<file path="config.mk">
export PLATFORM = sky130hd
export DESIGN_NAME = delay_path_probe_ctrl_flat
export DESIGN_NICKNAME = d
export VERILOG_FILES = /design/src/rtl/delay_probe_pkg.sv /design/src/rtl/delay_path_probe_ctrl_if.sv /design/src/rtl/probe_capture.sv /design/src/rtl/delay_path_probe_ctrl.sv /design/src/flat_wrapper.sv
export SDC_FILE = /design/constraint.sdc
export NUM_CORES = 1
export LEC_CHECK = 0
export CAP_MARGIN = 10
export CORE_MARGIN = 4
export CORE_UTILIZATION = 49
export CTS_CLUSTER_SIZE = 25
export DETAILED_ROUTE_END_ITERATION = 6
export PLACE_DENSITY = 0.83
export SLEW_MARGIN = 15
export SYNTH_ARGS = -nofsm -noshare
export SYNTH_HDL_FRONTEND = slang
export SYNTH_HIERARCHICAL = 1
export SYNTH_SLANG_ARGS = --single-unit
</file>
<file path="constraint.sdc">
create_clock -name clk -period 1.93 [get_ports clk]
set_clock_uncertainty 0.15 [all_clocks]
set_input_delay 0.386 -clock clk [delete_from_list [all_inputs] [get_ports clk]]
set_output_delay 0.386 -clock clk [all_outputs]
set_load 0.005 [all_outputs]
</file>
<file path="src/rtl/delay_probe_pkg.sv">
// Shared definitions for the delay-path probe sequencer.
//   probe_state_t   : sequencer states
//   RECOVER_CYCLES  : settle time after each capture
//   DEFAULT_*       : default widths used by the top level and the result interface
package delay_probe_pkg;

    typedef enum logic [2:0] {
        ST_IDLE    = 3'd0,
        ST_LAUNCH  = 3'd1,
        ST_WAIT    = 3'd2,
        ST_CAPTURE = 3'd3,
        ST_RECOVER = 3'd4,
        ST_REPORT  = 3'd5
    } probe_state_t;

    localparam int RECOVER_CYCLES    = 8;
    localparam int DEFAULT_NUM_PATHS = 4;
    localparam int DEFAULT_TRIALS_W  = 8;
    localparam int DEFAULT_WAIT_W    = 4;

endpackage

</file>
<file path="src/rtl/delay_path_probe_ctrl_if.sv">
// Result stream of the delay-path probe sequencer (valid/ready).
//   res_valid : result available          (master -> slave)
//   res_ready : consumer accepts result    (slave -> master)
//   res_path  : path index of the result   (master -> slave)
//   res_hits  : arrivals counted for path  (master -> slave)
interface delay_path_probe_ctrl_if
    import delay_probe_pkg::*;
#(
    parameter int NUM_PATHS = DEFAULT_NUM_PATHS,
    parameter int TRIALS_W  = DEFAULT_TRIALS_W
) ();
    logic                         res_valid;
    logic                         res_ready;
    logic [$clog2(NUM_PATHS)-1:0] res_path;
    logic [TRIALS_W-1:0]          res_hits;

    modport master (output res_valid, output res_path, output res_hits, input res_ready);
    modport slave  (input res_valid, input res_path, input res_hits, output res_ready);
endinterface

</file>
<file path="src/rtl/probe_capture.sv">
// Per-bit sampling stage for the asynchronous path results.
// Macro PROBE_SYNC_EN:
//   defined   : two-flop synchronizer per bit (metastability-safe, extra latency
//               moves the effective capture point earlier than in raw mode)
//   undefined : a single capture flop per bit (raw sensor mode)
// Ports:
//   clk, rst : clock and synchronous active-high reset
//   din      : raw path results
//   dout     : sampled path results
module probe_capture #(
    parameter int WIDTH = 4
) (
    input  logic             clk,
    input  logic             rst,
    input  logic [WIDTH-1:0] din,
    output logic [WIDTH-1:0] dout
);
    genvar gi;
    generate
        for (gi = 0; gi < WIDTH; gi++) begin : g_bit
`ifdef PROBE_SYNC_EN
            logic metaReg;
            logic syncReg;
            always_ff @(posedge clk) begin
                if (rst) begin
                    metaReg <= 1'b0;
                    syncReg <= 1'b0;
                end else begin
                    metaReg <= din[gi];
                    syncReg <= metaReg;
                end
            end
            assign dout[gi] = syncReg;
`else
            logic capReg;
            always_ff @(posedge clk) begin
                if (rst) begin
                    capReg <= 1'b0;
                end else begin
                    capReg <= din[gi];
                end
            end
            assign dout[gi] = capReg;
`endif
        end
    endgenerate
endmodule

</file>
<file path="src/rtl/delay_path_probe_ctrl.sv">
// Delay-path probe sequencer: launches a transition into each path in turn,
// samples the path output W cycles later, counts in-time arrivals over the
// programmed number of trials and reports one hit count per path.
// Optional macro PROBE_SYNC_EN selects a 2-flop synchronizer in probe_capture.
// Ports:
//   clk, rst      : clock, synchronous active-high reset
//   start         : begin a campaign (IDLE only, ignored when trials == 0)
//   trials        : launches per path, latched on accepted start
//   wait_cycles   : launch-to-capture wait, latched on start, 0 behaves as 1
//   path_launch   : registered launch level per path
//   path_result   : asynchronous path outputs
//   busy          : campaign in progress
//   resIf         : result stream (valid/ready, path index, hit count)
module delay_path_probe_ctrl
    import delay_probe_pkg::*;
#(
    parameter int NUM_PATHS = DEFAULT_NUM_PATHS,
    parameter int TRIALS_W  = DEFAULT_TRIALS_W,
    parameter int WAIT_W    = DEFAULT_WAIT_W
) (
    input  logic                  clk,
    input  logic                  rst,
    input  logic                  start,
    input  logic [TRIALS_W-1:0]   trials,
    input  logic [WAIT_W-1:0]     wait_cycles,
    output logic [NUM_PATHS-1:0]  path_launch,
    input  logic [NUM_PATHS-1:0]  path_result,
    output logic                  busy,
    delay_path_probe_ctrl_if.master resIf
);
    localparam int PIDX_W = $clog2(NUM_PATHS);
    // One down-counter serves both WAIT and RECOVER, so it must hold either length.
    localparam int CNT_W  = (WAIT_W > 3) ? WAIT_W : 3;

    probe_state_t         stateReg, stateNext;
    logic [PIDX_W-1:0]    pathReg;
    logic [TRIALS_W-1:0]  trialReg, hitsReg, trialsCfgReg;
    logic [WAIT_W-1:0]    waitCfgReg;
    logic [CNT_W-1:0]     cntReg;
    logic [NUM_PATHS-1:0] launchReg, toggleVec, capturedVec;
    logic                 startOk, cntDone, lastPath, arrived, resFire;
    logic                 resValid;
    logic [PIDX_W-1:0]    resPath;
    logic [TRIALS_W-1:0]  resHits;

    probe_capture #(.WIDTH(NUM_PATHS)) u_capture (
        .clk  (clk),
        .rst  (rst),
        .din  (path_result),
        .dout (capturedVec)
    );

    assign startOk  = start && (trials != '0);
    assign cntDone  = (cntReg == '0);
    assign lastPath = (pathReg == PIDX_W'(NUM_PATHS - 1));
    assign arrived  = (capturedVec[pathReg] == launchReg[pathReg]);
    assign resFire  = resValid && resIf.res_ready;

    // State register
    always_ff @(posedge clk) begin
        if (rst) begin
            stateReg <= ST_IDLE;
        end else begin
            stateReg <= stateNext;
        end
    end

    // Next-state logic
    always_comb begin
        stateNext = stateReg;
        unique case (stateReg)
            ST_IDLE:    if (startOk) stateNext = ST_LAUNCH;
            ST_LAUNCH:  stateNext = ST_WAIT;
            ST_WAIT:    if (cntDone) stateNext = ST_CAPTURE;
            ST_CAPTURE: stateNext = ST_RECOVER;
            ST_RECOVER: if (cntDone) stateNext = (trialReg < trialsCfgReg) ? ST_LAUNCH : ST_REPORT;
            ST_REPORT:  if (resFire) stateNext = lastPath ? ST_IDLE : ST_LAUNCH;
            default:    stateNext = ST_IDLE;
        endcase
    end

    // Outputs; result fields read as zero outside REPORT
    always_comb begin
        busy     = (stateReg != ST_IDLE);
        resValid = (stateReg == ST_REPORT);
        resPath  = resValid ? pathReg : '0;
        resHits  = resValid ? hitsReg : '0;
    end

    assign resIf.res_valid = resValid;
    assign resIf.res_path  = resPath;
    assign resIf.res_hits  = resHits;
    assign path_launch     = launchReg;

    // Counters and latched configuration
    always_ff @(posedge clk) begin
        if (rst) begin
            pathReg      <= '0;
            trialReg     <= '0;
            hitsReg      <= '0;
            trialsCfgReg <= '0;
            waitCfgReg   <= '0;
            cntReg       <= '0;
        end else begin
            case (stateReg)
                ST_IDLE: begin
                    if (startOk) begin
                        trialsCfgReg <= trials;
                        waitCfgReg   <= (wait_cycles == '0) ? WAIT_W'(1) : wait_cycles;
                        pathReg      <= '0;
                        trialReg     <= '0;
                        hitsReg      <= '0;
                    end
                end
                // Load W-1 so WAIT lasts exactly W cycles.
                ST_LAUNCH: cntReg <= CNT_W'(waitCfgReg) - 1'b1;
                ST_WAIT: if (!cntDone) cntReg <= cntReg - 1'b1;
                ST_CAPTURE: begin
                    if (arrived && (hitsReg != '1)) begin
                        hitsReg <= hitsReg + 1'b1;
                    end
                    trialReg <= trialReg + 1'b1;
                    cntReg   <= CNT_W'(RECOVER_CYCLES - 1);
                end
                ST_RECOVER: if (!cntDone) cntReg <= cntReg - 1'b1;
                ST_REPORT: begin
                    if (resFire && !lastPath) begin
                        pathReg  <= pathReg + 1'b1;
                        trialReg <= '0;
                        hitsReg  <= '0;
                    end
                end
                default: ;
            endcase
        end
    end

    // Only the selected path toggles, on the edge that leaves LAUNCH; the rest
    // keep their level, and levels carry over between campaigns.
    genvar gi;
    generate
        for (gi = 0; gi < NUM_PATHS; gi++) begin : g_toggle
            assign toggleVec[gi] = (stateReg == ST_LAUNCH) && (pathReg == PIDX_W'(gi));
        end
    endgenerate

    always_ff @(posedge clk) begin
        if (rst) begin
            launchReg <= '0;
        end else begin
            launchReg <= launchReg ^ toggleVec;
        end
    end
endmodule

</file>
<file path="src/flat_wrapper.sv">
// flat-port wrapper written by rule: the top's interface ports become plain ports
module delay_path_probe_ctrl_flat import delay_probe_pkg::*;
#(
    parameter int NUM_PATHS = DEFAULT_NUM_PATHS,
    parameter int TRIALS_W  = DEFAULT_TRIALS_W,
    parameter int WAIT_W    = DEFAULT_WAIT_W
)
  (clk, rst, start, trials, wait_cycles, path_launch, path_result, busy, resIf_res_valid, resIf_res_path, resIf_res_hits, resIf_res_ready);
  delay_path_probe_ctrl_if #(.NUM_PATHS(NUM_PATHS), .TRIALS_W(TRIALS_W)) resIf_i ();
  input  logic clk;
  input  logic rst;
  input  logic start;
  input  logic [TRIALS_W-1:0] trials;
  input  logic [WAIT_W-1:0] wait_cycles;
  output logic [NUM_PATHS-1:0] path_launch;
  input  logic [NUM_PATHS-1:0] path_result;
  output logic busy;
  output wire logic [$bits(resIf_i.res_valid)-1:0] resIf_res_valid;
  output wire logic [$bits(resIf_i.res_path)-1:0] resIf_res_path;
  output wire logic [$bits(resIf_i.res_hits)-1:0] resIf_res_hits;
  input wire logic [$bits(resIf_i.res_ready)-1:0] resIf_res_ready;
  assign resIf_res_valid = resIf_i.res_valid;
  assign resIf_res_path = resIf_i.res_path;
  assign resIf_res_hits = resIf_i.res_hits;
  assign resIf_i.res_ready = resIf_res_ready;
  delay_path_probe_ctrl #(.NUM_PATHS(NUM_PATHS), .TRIALS_W(TRIALS_W), .WAIT_W(WAIT_W)) u_core (.clk(clk), .rst(rst), .start(start), .trials(trials), .wait_cycles(wait_cycles), .path_launch(path_launch), .path_result(path_result), .busy(busy), .resIf(resIf_i));
endmodule
</file>
==> qor.json <==
{
  "status": "finished, violations left",
  "failed_checks": "setup timing",
  "crit_type": "reg2reg",
  "timing.setup.tns_ns": -1.909,
  "start_util": 0.5185,
  "synth_ff_type": "sky130_fd_sc_hd__dfxtp_1",
  "cts_tree": "built",
  "cells_on_worst_reg2reg_path": 8,
  "yosys_reg_bits": 45,
  "die_height_um": 79.63,
  "h_tree_levels": 2,
  "synth_edf_count": 0,
  "placement_rows": 25,
  "netlist_area_mm2": 0.002514,
  "top_level_ports": 36,
  "grt_pass1_vias": 2285,
  "pin_count_of_the_biggest_net_entering_global_routing": 15,
  "core_region_area_mm2": 0.004848,
  "cp_num_buf_inv": 0,
  "crit_chain": "or2b_1 -> a21oi_4 -> mux2i_2 -> ha_2 -> nor2_1 -> a21oi_1 -> o21ai_1 -> a311oi_1",
  "min_path_cells": 4,
  "critical_path.startpoint_type": "flip-flop",
  "final_layout_size_suffix_gt1_frac": 0.3351,
  "global_route_wire_length_before_repair_um": 10540,
  "arrival_ns": 2.15,
  "setup_repair_after_global_routing_missed_its_margin": "true",
  "cts_buffers": 5,
  "clock_path_buffers": 2,
  "seq_area_frac_synth": 0.3584,
  "crit_path_top_delay_cell": "sky130_fd_sc_hd__dfxtp_2",
  "initialDrtViolationCount": 163,
  "route.detailed.vias_per_inst": 5.590,
  "max_stage_delay_ns": 0.37,
  "synthToLayoutAreaGrowth_pct": 47.14,
  "critical-path-top-delay-family": "compound AO/OA/AOI/OAI gates",
  "timing.final.hold_violations": 0,
  "worstSetupEndpointType": "flip-flop",
  "syn-instance-count": 283,
  "wl_per_cell_um": 17.15,
  "placement.cell_area_mm2": 0.003158,
  "grt_overflow_total": 0,
  "critical_path.max_fanout": 4,
  "hold_slack_ns": 0.3473,
  "place.gp.congestion": 0.8791,
  "antenna_left": 0,
  "fin_util": 0.7628,
  "fmaxAchievable_mhz": 481.3,
  "cts.hold.buffers_added": 0,
  "worst_setup_hold_path_clk_slew_ns": 0.08,
  "io_buffer_count": 35,
  "numClockSinks": 45,
  "cap_violations": 0,
  "post-route-worst-setup-slack_ns": -0.1475,
  "nNetsFinal": 403,
  "die_width_um": 79.63,
  "totalWireLength_um": 7495,
  "antenna_violations_before_repair": 0,
  "required_time_at_the_endpoint_of_the_critical_path_ns": 2.00,
  "clock_network_latency_to_the_later_pin_of_the_worst_skew_pair_ns": 0.30,
  "min-delay-path-class": "in2reg",
  "p_per_area_mw_per_mm2": 1209,
  "timing.final.crit_share": 1.076,
  "layout_common_cells": "sky130_fd_sc_hd__buf_4, sky130_fd_sc_hd__dfxtp_1, sky130_fd_sc_hd__nor2_1",
  "post_route_cell_area_mm2": 0.003699,
  "finalMaxSlewViolations": 0,
  "antenna_cells_inserted": 0,
  "worstSetupPathDepth": 8,
  "drc_errors": 0,
  "worst_ir_drop_vdd_v": 0.0008195,
  "final_common_cell": "sky130_fd_sc_hd__buf_4",
  "syn-num-nets": 317,
  "routed-via-count": 2443,
  "grt_util_all_layers": 0.2105,
  "synthDistinctLibCells": 48,
  "total_leakage_power_uw": 0.001578,
  "hpwl_um": 4132,
  "p_total_uw": 4471,
  "synth_warnings": 6,
  "synth.avg_cell_area_um2": 8.882,
  "worst_slew_pin_slew_ns": 0.3926,
  "finalSetupViolCount": 33,
  "worst_relative_slew_slack": 0.7358,
  "root_buffer": "sky130_fd_sc_hd__clkbuf_8",
  "fp.dieArea_mm2": 0.006340,
  "finalWorstPathRequiredPeriod_ns": 2.077,
  "worst-r2r-setup-slack_ns": -0.15,
  "drt_pass1_iterations": 4,
  "synth-async-reset-ratio": 0
}
-- synthesized netlist by cell type (3+ instances only) --
cell                       count  area (µm²)
sky130_fd_sc_hd__nor3b_1       3       22.52
sky130_fd_sc_hd__ha_1         14       175.2
sky130_fd_sc_hd__clkbuf_1      5       18.77
sky130_fd_sc_hd__nand2b_1      4       25.02
sky130_fd_sc_hd__xor2_1        7       61.31
sky130_fd_sc_hd__nor3_1        9       45.04
sky130_fd_sc_hd__xnor2_1      11       96.34
sky130_fd_sc_hd__and2_1       12       75.07
sky130_fd_sc_hd__nor2b_1       6       37.54
sky130_fd_sc_hd__nand2_1      13       48.80
sky130_fd_sc_hd__o21ai_0       8       40.04
sky130_fd_sc_hd__a21o_1        5       37.54
sky130_fd_sc_hd__nor2_1       39       146.4
sky130_fd_sc_hd__mux2i_1      13       130.1
sky130_fd_sc_hd__or4_1         3       22.52
sky130_fd_sc_hd__nand4_1       7       43.79
sky130_fd_sc_hd__inv_1        11       41.29
sky130_fd_sc_hd__dfxtp_1      45       900.9
sky130_fd_sc_hd__buf_2         3       15.01
sky130_fd_sc_hd__nand3_1       3       15.01
sky130_fd_sc_hd__a21oi_1      19       95.09
sky130_fd_sc_hd__or3_1         5       31.28
sky130_fd_sc_hd__buf_4         6       45.04
-- routing by layer --
metal  vias to the layer above  wire (µm)  track usage
met5                         -          0            0
met4                         0        303      0.09966
met3                        28        374      0.04289
met2                        85       3793       0.3706
met1                      1166       3023       0.2413
li1                       1164          -            -
-- stage by stage --
stage / worst slack, ns / instances
final: -0.1475 / 437
after global routing: -0.2517 / 437
after CTS: -0.1639 / 421
after detailed placement: -0.4464 / 405
after global placement: -0.3764 / 405
after floorplan: 0.004663 / 283
-- what timing repair did --
item	4_1_cts	5_1_grt
resized for setup	66	53
cloned	0	2
pin swaps	15	33
setup buffers	8	17
setup endpoints to repair	41	39
-- where the power goes --
part           leakage (µW)  total [µW]  switching (µW)  internal [µW]
clock network     0.0000585         757             335            423
registers          0.000370        1210             140           1070
logic               0.00115        2500            1200           1300
total               0.00158        4470            1670           2800
-- worst reg2reg max path, delay by kind of cell (launching register included) --
family	cells	cell delay (ns)
adder cells (fa/ha/maj)	1	0.24
multiplexers	1	0.27
flip-flops	1	0.37
AO/OA/AOI/OAI	4	0.62
AND/OR/NAND/NOR	2	0.34
-- registers in the layout (all words and copies together) (netlist names) --
name,count
u_core/hitsReg,8
u_core/trialReg,8
u_core/trialsCfgReg,8
u_core/cntReg,4
u_core/path_launch,4
u_core/u_capture/g_bit.capReg,4
u_core/waitCfgReg,4
u_core/stateReg,3
u_core/pathReg,2
-- final cells by class --
cell class	count	area, µm²
Fill cell	299	1150
Multi-Input combinational cell	212	1679
Sequential cell	45	912.1
Clock buffer	7	86.33
Inverter	11	41.29
Clock inverter	1	30.03
Timing Repair Buffer	94	865.8
Tap cell	67	83.83
-- final timing paths --
check	startpoint	to
worst min-delay path	trials[2]	u_core/trialsCfgReg[2]
worst min register to register	u_core/hitsReg[5]	u_core/hitsReg[5]
worst max-delay path	u_core/stateReg[1]	u_core/cntReg[2]
worst max register to register	u_core/stateReg[1]	u_core/cntReg[2]
-- kinds of logic after synthesis --
| logic type | count (synthesis) | synth area share |
|---|---|---|
| mux | 14 | 0.06072 |
| xor+xnor | 18 | 0.06272 |
| compound gates | 47 | 0.1324 |
| flops | 45 | 0.3584 |
| buf+inv | 27 | 0.05674 |
| simple gates | 118 | 0.2593 |
| fa+ha+maj | 14 | 0.06969 |
Note: power is estimated with default switching activity, not from simulation.
